File: config.mk
export PLATFORM = sky130hd
export DESIGN_NAME = alu_ctrl_seq
export DESIGN_NICKNAME = d
export VERILOG_FILES = /design/src/rtl/alu_ctrl_seq.sv
export SDC_FILE = /design/constraint.sdc
export NUM_CORES = 1
export LEC_CHECK = 0
export BUFFER_PORTS_ARGS = -buffer_cell sky130_fd_sc_hd__buf_2
export CORE_UTILIZATION = 45
export DETAILED_ROUTE_END_ITERATION = 12
export GPL_TIMING_DRIVEN = 1
export PLACE_DENSITY = 0.66
export SYNTH_ARGS = -nofsm -noshare
export SYNTH_HDL_FRONTEND = slang
export SYNTH_SLANG_ARGS = --single-unit
File: constraint.sdc
create_clock -name CLK -period 2.1 [get_ports CLK]
set_clock_uncertainty 0.2 [all_clocks]
set_input_delay 0.21 -clock CLK [delete_from_list [all_inputs] [get_ports CLK]]
set_output_delay 0.21 -clock CLK [all_outputs]
set_load 0.05 [all_outputs]
File: src/rtl/alu_ctrl_seq.sv
// -----------------------------------------------------------------------------
// alu_ctrl_seq
//
// Sequencer that turns queued ALU operation requests into per-cycle datapath
// control lines. Requests are buffered in a 4-entry FIFO. Each one is replayed
// for op_cnt+1 consecutive cycles with constant control lines. Operations
// chain without a bubble when the FIFO holds the next request.
//
// Ports
//   CLK        clock; all state changes on the rising edge
//   Clr        asynchronous active-low reset
//   op_valid   upstream offers {op_code, op_cnt, op_lshl} this cycle
//   op_ready   FIFO not full (combinational from occupancy only)
//   op_code    operation select (3 bits)
//   op_cnt     repeat count; operation runs op_cnt+1 cycles
//   op_lshl    serial bit shifted in for SHL
//   V0         operand select: 1 = A, 0 = T (accumulator)
//   V1         operand select: 1 = B, 0 = C
//   M          0 = add, 1 = subtract
//   s0         0 = load arithmetic result, 1 = shift left
//   LSHL       shift-in bit (0 except for SHL)
//   exec_en    control lines valid; accumulator updates on this edge
//   done       final exec cycle of the current operation
//   busy       FSM in EXEC or FIFO non-empty
//   fifo_cnt   FIFO occupancy, 0..4
//
// state   | meaning
// --------+-----------------------------------------------------------
// ST_IDLE | nothing executing; control lines held at zero
// ST_EXEC | replaying the loaded operation; rem counts cycles left
// -----------------------------------------------------------------------------
module alu_ctrl_seq (
   input  logic       CLK,
   input  logic       Clr,
   input  logic       op_valid,
   output logic       op_ready,
   input  logic [2:0] op_code,
   input  logic [3:0] op_cnt,
   input  logic       op_lshl,
   output logic       V0,
   output logic       V1,
   output logic       M,
   output logic       s0,
   output logic       LSHL,
   output logic       exec_en,
   output logic       done,
   output logic       busy,
   output logic [2:0] fifo_cnt
);

   typedef enum logic {
      ST_IDLE = 1'b0,
      ST_EXEC = 1'b1
   } state_t;

   state_t     state;
   state_t     state_nxt;

   logic [7:0] fifo_mem [4];
   logic [1:0] wr_ptr;
   logic [1:0] rd_ptr;
   logic [2:0] cnt_nxt;
   logic       push;
   logic       pop;
   logic       fifo_empty;

   logic [7:0] head;
   logic [2:0] head_code;
   logic [3:0] head_cnt;
   logic       head_lshl;

   // ctrl packs {V0, V1, M, s0, LSHL}
   logic [4:0] ctrl;
   logic [4:0] ctrl_nxt;
   logic [3:0] rem;
   logic [3:0] rem_nxt;
   logic       exec_nxt;
   logic       done_nxt;
   logic       busy_nxt;

   function automatic logic [4:0] decode(input logic [2:0] code, input logic lshl);
      logic [4:0] d;
      case (code)
         3'b000:  d = 5'b11000;   // A+B
         3'b001:  d = 5'b11100;   // A-B
         3'b010:  d = 5'b10000;   // A+C
         3'b011:  d = 5'b10100;   // A-C
         3'b100:  d = 5'b01000;   // T+B
         3'b101:  d = 5'b01100;   // T-B
         3'b110:  d = 5'b00000;   // T+C
         default: d = {4'b0001, lshl};  // SHL
      endcase
      return d;
   endfunction

   // Full blocks acceptance even when a pop happens the same cycle, so the
   // ready path never depends on the FSM.
   assign op_ready   = (fifo_cnt != 3'd4);
   assign push       = op_valid && op_ready;
   assign fifo_empty = (fifo_cnt == 3'd0);

   assign head = fifo_mem[rd_ptr];
   assign {head_code, head_cnt, head_lshl} = head;

   assign {V0, V1, M, s0, LSHL} = ctrl;

   always_comb begin
      state_nxt = state;
      rem_nxt   = rem;
      ctrl_nxt  = ctrl;
      exec_nxt  = 1'b0;
      done_nxt  = 1'b0;
      pop       = 1'b0;

      case (state)
         ST_IDLE: begin
            ctrl_nxt = 5'b00000;
            if (!fifo_empty) begin
               pop       = 1'b1;
               state_nxt = ST_EXEC;
               rem_nxt   = head_cnt;
               ctrl_nxt  = decode(head_code, head_lshl);
               exec_nxt  = 1'b1;
               done_nxt  = (head_cnt == 4'd0);
            end
         end

         ST_EXEC: begin
            if (rem != 4'd0) begin
               rem_nxt  = rem - 4'd1;
               exec_nxt = 1'b1;
               done_nxt = (rem == 4'd1);
            end else if (!fifo_empty) begin
               // Chain straight into the next request: no idle cycle.
               pop       = 1'b1;
               rem_nxt   = head_cnt;
               ctrl_nxt  = decode(head_code, head_lshl);
               exec_nxt  = 1'b1;
               done_nxt  = (head_cnt == 4'd0);
            end else begin
               state_nxt = ST_IDLE;
               ctrl_nxt  = 5'b00000;
            end
         end

         default: begin
            state_nxt = ST_IDLE;
            ctrl_nxt  = 5'b00000;
         end
      endcase
   end

   always_comb begin
      cnt_nxt = fifo_cnt;
      if (push && !pop) begin
         cnt_nxt = fifo_cnt + 3'd1;
      end else if (!push && pop) begin
         cnt_nxt = fifo_cnt - 3'd1;
      end
      busy_nxt = (state_nxt == ST_EXEC) || (cnt_nxt != 3'd0);
   end

   always_ff @(posedge CLK or negedge Clr) begin
      if (!Clr) begin
         state <= ST_IDLE;
      end else begin
         state <= state_nxt;
      end
   end

   always_ff @(posedge CLK or negedge Clr) begin
      if (!Clr) begin
         for (int i = 0; i < 4; i++) begin
            fifo_mem[i] <= 8'd0;
         end
         wr_ptr   <= 2'd0;
         rd_ptr   <= 2'd0;
         fifo_cnt <= 3'd0;
         rem      <= 4'd0;
         ctrl     <= 5'b00000;
         exec_en  <= 1'b0;
         done     <= 1'b0;
         busy     <= 1'b0;
      end else begin
         if (push) begin
            fifo_mem[wr_ptr] <= {op_code, op_cnt, op_lshl};
            wr_ptr           <= wr_ptr + 2'd1;
         end
         if (pop) begin
            rd_ptr <= rd_ptr + 2'd1;
         end
         fifo_cnt <= cnt_nxt;
         rem      <= rem_nxt;
         ctrl     <= ctrl_nxt;
         exec_en  <= exec_nxt;
         done     <= done_nxt;
         busy     <= busy_nxt;
      end
   end

endmodule

### Yosys cells after proc, flatten, opt, wreduce, memory -nomap -nowiden

Cells that the tools add are included.

| storage, ports and cells | value |
|---|---|
| logic and storage cells | 67 |
| output and inout bits | 12 |
| bits of input ports | 11 |
| bits in registers | 51 |

| cells by class | value |
|---|---|
| muxes and demuxes | 23 |
| reductions and logical operators | 12 |
| eq/ne operators | 9 |
| add/sub/neg operators | 5 |
| $lt $le $gt $ge | 3 |
| bitwise gates (word level) | 3 |

Operators with widths:

| kind | number |
|---|---|
| one-hot mux 5 bit (7 select lines) | 1 |
| bitwise mux 32 bit | 1 |
| two-way mux 8 bit | 3 |
| binary-select mux 8 bit (select 2 bit) | 1 |
| demux 8 bit (select 2 bit) | 1 |
| two-way mux 5 bit | 2 |
| one-hot mux 5 bit (2 select lines) | 1 |
| == test 3 bit (second input constant) | 3 |
| two-way mux 4 bit | 2 |
| one-hot mux 4 bit (2 select lines) | 1 |
| == test 3 x 2 -> 1 bit (second input constant) | 2 |
| greater-or-equal comparator 3 bit (second input constant) | 2 |
| zero test 3 bit | 2 |
| two-way mux 3 bit | 2 |
| inverter 2 -> 3 bit | 2 |
| one-hot mux 1 bit (2 select lines) | 3 |
| two-way mux 1 bit | 5 |
| adder 2 x 1 -> 2 bit (second input constant) | 2 |
| == test 4 x 1 -> 1 bit (second input constant) | 1 |
| logical AND 1 bit | 4 |
| zero test 4 bit | 1 |
| nonzero test 4 bit | 1 |
| subtractor 4 x 1 -> 4 bit (second input constant) | 1 |
| adder 3 x 1 -> 3 bit (second input constant) | 1 |
| other kinds (9) | 10 |

### Logic depth before layout (Yosys ltp)

Gate-level depths: netlist of the first run.

| depth | value |
|---|---|
| depth after elaboration | 9 |
| gate-level depth with buffers | 8 |
| gate-level depth less buffers | 7 |

### Least setup slack after synthesis of the first run

Ideal clock, no wire load.

| timing path | value |
|---|---|
| path kind | reg-to-reg |
| from | register fifo_cnt[1] |
| to | register busy |
| data required time | 1.761 ns |
| clock period less this slack | 2.776 ns |
| path slack | -0.676 ns |
| data arrival time | 2.437 ns |
| setup time | 0.139 ns |
| stages on the path, launching flop included | 9 |
| path buffers | 1 |
| cells stage by stage | dfrtp_1 inv_1 ha_1 nand2_1 and2_4 buf_4 a21oi_2 o32ai_2 or4b_1 |

| on the way | value |
|---|---|
| elaborated cells on any way between the ends | 18 |

RTL lines:

| what | RTL line | text |
|---|---|---|
| from (decl) | 48 | `output logic [2:0] fifo_cnt` |
| from (signal assigned) | 192 | `fifo_cnt <= cnt_nxt;` |
| inequality test 3 bit (*) | 98 | `assign op_ready = (fifo_cnt != 3'd4);` |
| via op_ready | 36 | `output logic op_ready,` |
| logical AND 1 bit (*) | 99 | `assign push = op_valid && op_ready;` |
| zero test 1 bit | 157 | `end else if (!push && pop) begin` |
| logical AND 1 bit | 157 |  |
| two-way mux 3 bit | 157 |  |
| two-way mux 3 bit (*) | 155 | `if (push && !pop) begin` |
| via cnt_nxt[1] | 62 | `logic [2:0] cnt_nxt;` |
| nonzero test 3 bit (*) | 160 | `busy_nxt = (state_nxt == ST_EXEC) \|\| (cnt_nxt != 3'd0);` |
| logical OR 1 bit (*) | 160 |  |
| via busy_nxt | 79 | `logic busy_nxt;` |
| to (signal assigned) | 197 | `busy <= busy_nxt;` |
| to (decl) | 47 | `output logic busy,` |

Mark *: on every way through the listed nets, which the timed path passes. The rest lies on a longest branch.
A chain may end at the register's enable or synchronous reset.

### Worst setup path in the final report of the first run

| timing path | value |
|---|---|
| from | register fifo_cnt[0] |
| to | register busy |

| on the way | value |
|---|---|
| word-level cells in the longest chain between the ends | 9 |
| elaborated cells on any way between the ends | 18 |

RTL lines:

| what | RTL line | text |
|---|---|---|
| zero test 3 bit | 100 | `assign fifo_empty = (fifo_cnt == 3'd0);` |
| two-way mux 1 bit | 118, 133 |  |
| two-way mux 1 bit | 129 | `if (rem != 4'd0) begin` |
| one-hot mux 1 bit (2 select lines) | 115 | `case (state)` |
| logical AND 1 bit / zero test 1 bit (equally long branches) | 157, 155 |  |
| two-way mux 3 bit / logical AND 1 bit (equally long branches) | 157, 155 |  |
| two-way mux 3 bit (*) | 155 |  |
| via cnt_nxt[0] | 62 |  |
| nonzero test 3 bit (*) | 160 |  |
| logical OR 1 bit (*) | 160 |  |
| via busy_nxt | 79 |  |

Marks and branches as above.

==> summary.md, run 1 <==
The startpoint identified for the worst register-to-register timing path is fifo_cnt[0]. The worst hold path passes through 3 cells. Setup repair after global routing could not meet its margin everywhere. Derived from the worst setup path, the maximum achievable clock frequency is 0.485 GHz.

The worst reg2reg path depth was 7; the cell area after technology mapping was 2410 sq um. The tools report the final weighted congestion in routability-driven placement as 0.900. The setup total negative slack was 0 ps; the detailed-placement wirelength estimate was 3340 um. The number of DRC markers after the initial detailed-route iteration was 72. Worst-case hold path end point: wr_ptr[0].

Fill cells in the final layout number 427. Synthesis produced a netlist with a net count of 195. The number of max-cap violations is 0. The via count is 1539. The startpoint identified for the worst hold timing path is op_valid. The tools report the required arrival time at the worst endpoint as 2080 ps. Measured against its own limit, the worst slew margin works out to 57.8%. The worst setup path is launched from a register.

The clock buffer count from CTS was 5; the initial antenna violation count was 0. The number of buffers added on ports was 22. The first detailed-routing pass ran for 4 iterations. The logs give 0.00131 uW for the cell leakage power and 0 for the global route total overflow. In this run the remaining antenna-violating nets after routing total 0. For the pin with the worst max-slew slack, the measured transition is 633 ps. Setup violations remaining at the end of the flow were counted as 0.

Synthesized area divided by synthesized cell count: 13.8 sq um. The Yosys step of the flow raised 0 warnings. The maximum buffer depth of the clock tree was 2. The most used flip-flop cell after synthesis is dfrtp_1. For this run, the post-layout net count is 245. In this run the core area contains 26 standard-cell rows. In this run the number of H-tree levels came out at 2. Power spread over the standard cell area amounts to 1610 nW/um^2. The routed design could run at a clock period as short as 2060 ps. The run gives 5140 sq um as the area of the placeable core. In the final layout, the multi-input gates occupy 1110 sq um. Using the TritonRoute via totals, the vias-per-cell ratio works out to 5.23. After clock tree synthesis, the clock-pin slew on the worst setup and hold paths is 90 ps.

The x dimension of the die is 75.1 um, and the initial cell density of the core is 46.8%. Clock tree synthesis found a total of 51 sinks. The type of the worst min-delay path was primary input to register. Via count of the first global-routing pass: 1566.

For the total DRC errors in the routed layout, the log shows 0. In this run the critical register-to-register path is captured at busy. Registers take 1280 sq um. Entering global routing, the biggest net connects 52 pins. Sequential elements use 53.0% of the synthesized area. The top cell types in the final layout, fill and taps aside, are dfrtp_1 (48), mux2_2 (32), buf_2 (22).

After detailed routing, the average wire length per cell comes to 15.6 um. The die outline area came out at 5640 sq um. After layout, the worst path uses 98.2% of the clock period. 0 antenna diodes ended up in the layout. From synthesis to final layout, the design area changed by 22.1%. Synthesis instantiated 39 different standard cells from the library.

Cells with a size suffix above 1 make up 47.8% of the layout. TritonCTS built the clock tree. The flow ran to the end, and the final reports show no timing, DRC or antenna violations. The number of pins exceeding their max-slew limit in the final report was 0; the total wire length after detailed routing was 4580 um.

The number of flip-flops and latches in the synthesized netlist came out at 51. After technology mapping, the gate count stands at 174. Boundary pin count: 23. The finished layout holds 294 standard cells, fillers aside. Across all hold checks on the routed design, the worst slack comes to 156 ps. Yosys mapped a number of flops with a built-in enable equal to 0. After synthesis, the share of flip-flops with an asynchronous set or reset is 100%.

The number of cells after detailed placement was 274; the all-layer global routing usage was 18.7%. The tools report the worst endpoint data arrival time as 2040 ps. The endpoint type of the worst setup path is a register. The maximum fanout along the worst path is 11, and the peak ir drop on the vdd network is 0.640 mV.

Leaving out fill and tap cells, the most frequent cell in the layout is dfrtp_1. In this run the clock root is driven by a clkbuf_8. Count of endpoints failing hold in the final timing report: 0. For the worst-skew pair, the clock arrives at the later sink with an insertion delay of 300 ps.

The reg-to-reg setup timing slack is 40 ps, and the first-pass GRT wire length is 7640 um. In this run the vertical extent of the chip is 75.1 um. The design draws 4740 uW.

The type of the worst setup path was register to register.
[Yosys cell counts, types with 3 or more instances]
cell / instances / area, sq um
dfrtp_1: 51 / 1280
o21ai_1: 3 / 15.0
ha_1: 10 / 125
nor2_1: 4 / 15.0
nand2_1: 18 / 67.6
o21ai_0: 3 / 15.0
inv_1: 7 / 26.3
mux2_2: 32 / 360
mux4_2: 8 / 180
xnor2_1: 5 / 43.8
[worst max-delay path by stage]
stage | slack, ps | from | endpoint | depth (start not counted)
after CTS | 10 | fifo_cnt[0] | busy | 7
after floorplan | -110 | fifo_cnt[1] | busy | 8
after global placement | 60 | rem[1] | busy | 7
after detailed placement | -6 | rem[1] | busy | 7
after global routing | -70 | rem[1] | busy | 7
final | 40 | fifo_cnt[0] | busy | 7
[sequential cells by signal (all words and copies together) (netlist names)]
| signal | flops |
|---|---|
| exec_en | 1 |
| fifo_mem | 32 |
| wr_ptr | 2 |
| rd_ptr | 2 |
| ctrl | 5 |
| rem | 4 |
| fifo_cnt | 3 |
| busy | 1 |
| done | 1 |
[worst max-delay path, stage by stage (launching register included)]
cell	delay, ps
dfrtp_2	440
inv_2	90
ha_4	180
nand2_8	60
and2_4	180
xnor2_2	140
xnor2_1	140
or4b_1	510
[logic make-up after synthesis]
family                     Yosys count  synth area share, %
AOI/OAI and AO/OA                   19                 6.66
muxes                               40                 22.5
xor gates and xnor gates             6                 2.18
and+or+nand+nor                     36                 7.96
buffers and inverters               12                 2.50
DFF                                 51                 53.0
adders and majority gates           10                 5.20
[report_power, final]
part	switching, uW	total (uW)	leakage (uW)	internal (uW)
Clock	311	660	0.0000502	348
Sequential	331	1800	0.000602	1470
Combinational	1140	2290	0.000654	1150
Total	1780	4740	0.00131	2960
[layer usage]
layer	vias to the layer above	wire length [um]	GRT usage (%)
met3	5	141	4.82
met1	793	2040	24.3
met5	-	0	0
li1	717	-	-
met2	24	2370	31.2
met4	0	33	5.03
[timing repair]
action / 4_1_cts / 5_1_grt
hold buffers: 9 / 0
pin swaps: 0 / 3
resized for setup: 1 / 3
endpoints found under the hold margin: 81 / 0
setup endpoints to repair: 1 / 1
setup buffers: 0 / 4
[stage by stage]
step | area [sq um] | util, % | setup WS, ps
2_1_floorplan | 2440 | - | -108
3_3_place_gp | 2700 | 52.5 | 62.0
3_5_place_dp | 2700 | 52.5 | -6.10
4_1_cts | 2890 | 56.3 | 12.5
5_1_grt | 2940 | 57.2 | -71.9
6_report | 2940 | 57.2 | 37.8
[area by class of cell]
type | count | share of cell area (%)
Multi-Input combinational cell | 111 | 37.9
Tap cell | 70 | 2.98
Timing Repair Buffer | 47 | 10.9
Sequential cell | 51 | 43.6
Inverter | 8 | 1.02
Clock buffer | 5 | 2.34
Clock inverter | 2 | 1.28
Power figures use the tool's default switching activity.
==> run 2, diff against run 1 <==
clock period = 1.73 ns   (was 2.1 ns; I/O delays follow)
==> run 2 against run 1 <==
The flow now finishes with violations (setup timing). Non-clock buffer count is 24 higher. Sequential cell count stayed put. Total power is 42% higher. Worst hold slack worse by 8.0 ps. Core utilization is 9.0 points higher. Sequential share of layout area is 5.9 points lower. Maximum frequency is 1.1% lower. Clock-buffer cell count is 1 higher. Die area stayed put. Register-to-register slack worse by 390 ps. Design area is 16% higher. Critical path type unchanged.
==> summary.md, run 2 (synthesis gave the netlist of run 1 again) <==
In this run the static leakage power is 0.00161 uW. Cells fill 66.2% of the core in the end. The die is 75.1 um tall. The fraction of power spent switching nets is 37.4%. Based on the critical path, the design can be clocked at up to 0.479 GHz. The flip-flop count of the largest register, all copies and words added is 32. The peak ir drop on the vdd network was 0.916 mV. Once layout is done, the placed cells without fillers occupy 3400 sq um. For the die outline area, the log shows 5640 sq um.

The flow ran to the end, but the final reports show violations. The critical path is of the register to register type. Internal power comes to 4220 uW. STA classifies the critical path endpoint as a register. TritonCTS built the clock tree. TritonCTS created 5 clock buffers. The logs give -356 ps for the final worst-path setup slack and 269 for the number of nets in the final layout.

Count of non-filler cells in the finished layout: 319. The tree is rooted in a clkbuf_8. In this run, the number of DRC markers left after iteration 0 of detailed routing was 66. The number of nets still failing antenna checks after routing is 0. In the final layout, the registers with the most flip-flops are fifo_mem (32), ctrl (5), rem (4).

The total power consumption of the routed design is 6740 uW. The total setup violations reported at the end of the flow came out at 43. Ranked by flip-flop count, first place goes to fifo_mem. The required arrival time at the worst endpoint was 1710 ps; the total wire length after detailed routing was 5310 um. The maximum fanout along the worst path was 5. The H-tree generated during clock tree synthesis spans 2 levels.

For this run, the detailed router's first-pass iteration total came to 4. For the number of max-cap violations, the log shows 0. Per report_power, the combinational group accounts for 56.5% of the total. The longest clock path from root to sink contains 2 buffers.

The number of clock sinks is 51. For the all-layer global routing usage, the log shows 21.4%. 0 antenna diodes ended up in the layout. Cells with a size suffix above 1 make up 61.0% of the layout. The initial antenna violation count is 0, and the area of the placeable core is 5140 sq um. The final reports fail on setup timing. The tools report the final weighted congestion in routability-driven placement as 0.880.

Row generation in the floorplan step produced 26 rows. At the later pin of the worst-skew pair, clock insertion delay measures 300 ps. The boundary pin count is 23, and the number of buffers added on ports is 22. The count of endpoints failing hold in the final timing report is 0, and the shortest clock period the worst path allows after layout is 2090 ps. The via count of the first global-routing pass was 1797; the post-detailed-route via-to-cell ratio was 5.17.

The global route total overflow came out at 0. The via count was 1648; the fraction of power consumed by the clock network was 10.7%. The number of placed instances, taps included, is 292.

The most common cell after layout, fill and taps aside is dfrtp_1. The first global-routing pass estimated 8810 um of wire. Sequential share of power: 32.8%. Setup repair after global routing could not meet its margin everywhere. Power spent charging and discharging nets: 2520 uW. Start of the worst register-to-register path: fifo_cnt[0]. The sort of element at the start of the critical path was a register. Data arrives at the worst endpoint at 2070 ps. The detailed-placement wirelength estimate came out at 3450 um.

Slew at the pin closest to its max-slew limit: 481 ps. The pin count of the biggest net entering global routing is 21. The start point of the critical path is fifo_cnt[0]. The worst slew margin relative to its limit came out at 67.9%.

Once placement finished, the instance area stood at 2900 sq um. Clock-pin slew was measured on the worst setup and hold paths at 100 ps. The area growth from synthesis to final layout is 41.3%, and the power density over the cells is 1980 nW/um^2. Measured along the x axis, the die boundary spans 75.1 um. In the final routed layout, each cell accounts on average for 16.7 um.

In the layout the commonest cells are dfrtp_1 (46), buf_4 (32), mux2_4 (30). The number of pins exceeding their max-slew limit in the final report is 0, and the fraction of the cycle the final worst path needs is 121%. The initial utilization of the core area, before any placement, comes to 46.8%. The path class of the tightest hold or removal check is primary input to asynchronous set/reset pin. The worst-case hold slack came out at 148 ps. The total DRC errors in the routed layout came out at 0.
==> run 2: per-layer routing <==
layer	vias up	wire length (um)	global-route usage (%)
met5	-	0	0
met4	0	22	6.29
li1	772	-	-
met3	2	151	3.35
met2	20	2800	37.5
met1	854	2340	27.3
==> run 2: area by class of cell <==
type,instances,area (sq um)
Clock buffer,6,82.6
Clock inverter,2,16.3
Fill cell,390,1740
Inverter,8,30.0
Multi-Input combinational cell,111,1360
Sequential cell,51,1280
Tap cell,70,87.6
Timing Repair Buffer,71,544
==> run 2: worst paths after layout <==
path / cells after the start / endpoint / slack (ps)
worst max-delay path: 7 / busy / -360
worst min-delay path: 2 / busy / 150
worst max register to register: 7 / busy / -360
worst min register to register: 2 / ctrl[4] / 290
max in group asynchronous: 3 / fifo_mem[13] / 560
min in group CLK: 4 / fifo_cnt[1] / 180
==> run 2: power by group through the flow <==
stage                     registers (uW)  clock network, uW  logic [uW]
after floorplan                     2380                  0        1760
after global placement              2160                  0        2890
after detailed placement            2200                  0        3000
after CTS                           2200                747        3510
after global routing                2280                782        4090
final                               2210                722        3810
==> run 2: timing repair <==
item | CTS | global route
buffers inserted | 10 | 7
pin swaps | 8 | 14
setup endpoints to repair | 45 | 47
hold endpoints to repair | 50 | 0
hold buffers | 9 | 0
cloned | 0 | 0
gates resized for setup | 49 | 28
==> run 2: per-stage QoR <==
stage | setup TNS [ps] | setup WS [ps]
floorplan | -13370 | -478
global placement | -5640 | -291
detailed placement | -6760 | -369
CTS | -4480 | -365
global route | -8020 | -451
finish | -5530 | -356
==> run 2: critical path, cell delays in order, from the launching register on <==
cell and delay, ps:
dfrtp_2 420, inv_2 80, ha_4 180, nand2_8 50, and2_4 160, xnor2_1 240, xnor2_2 110, or4b_1 500
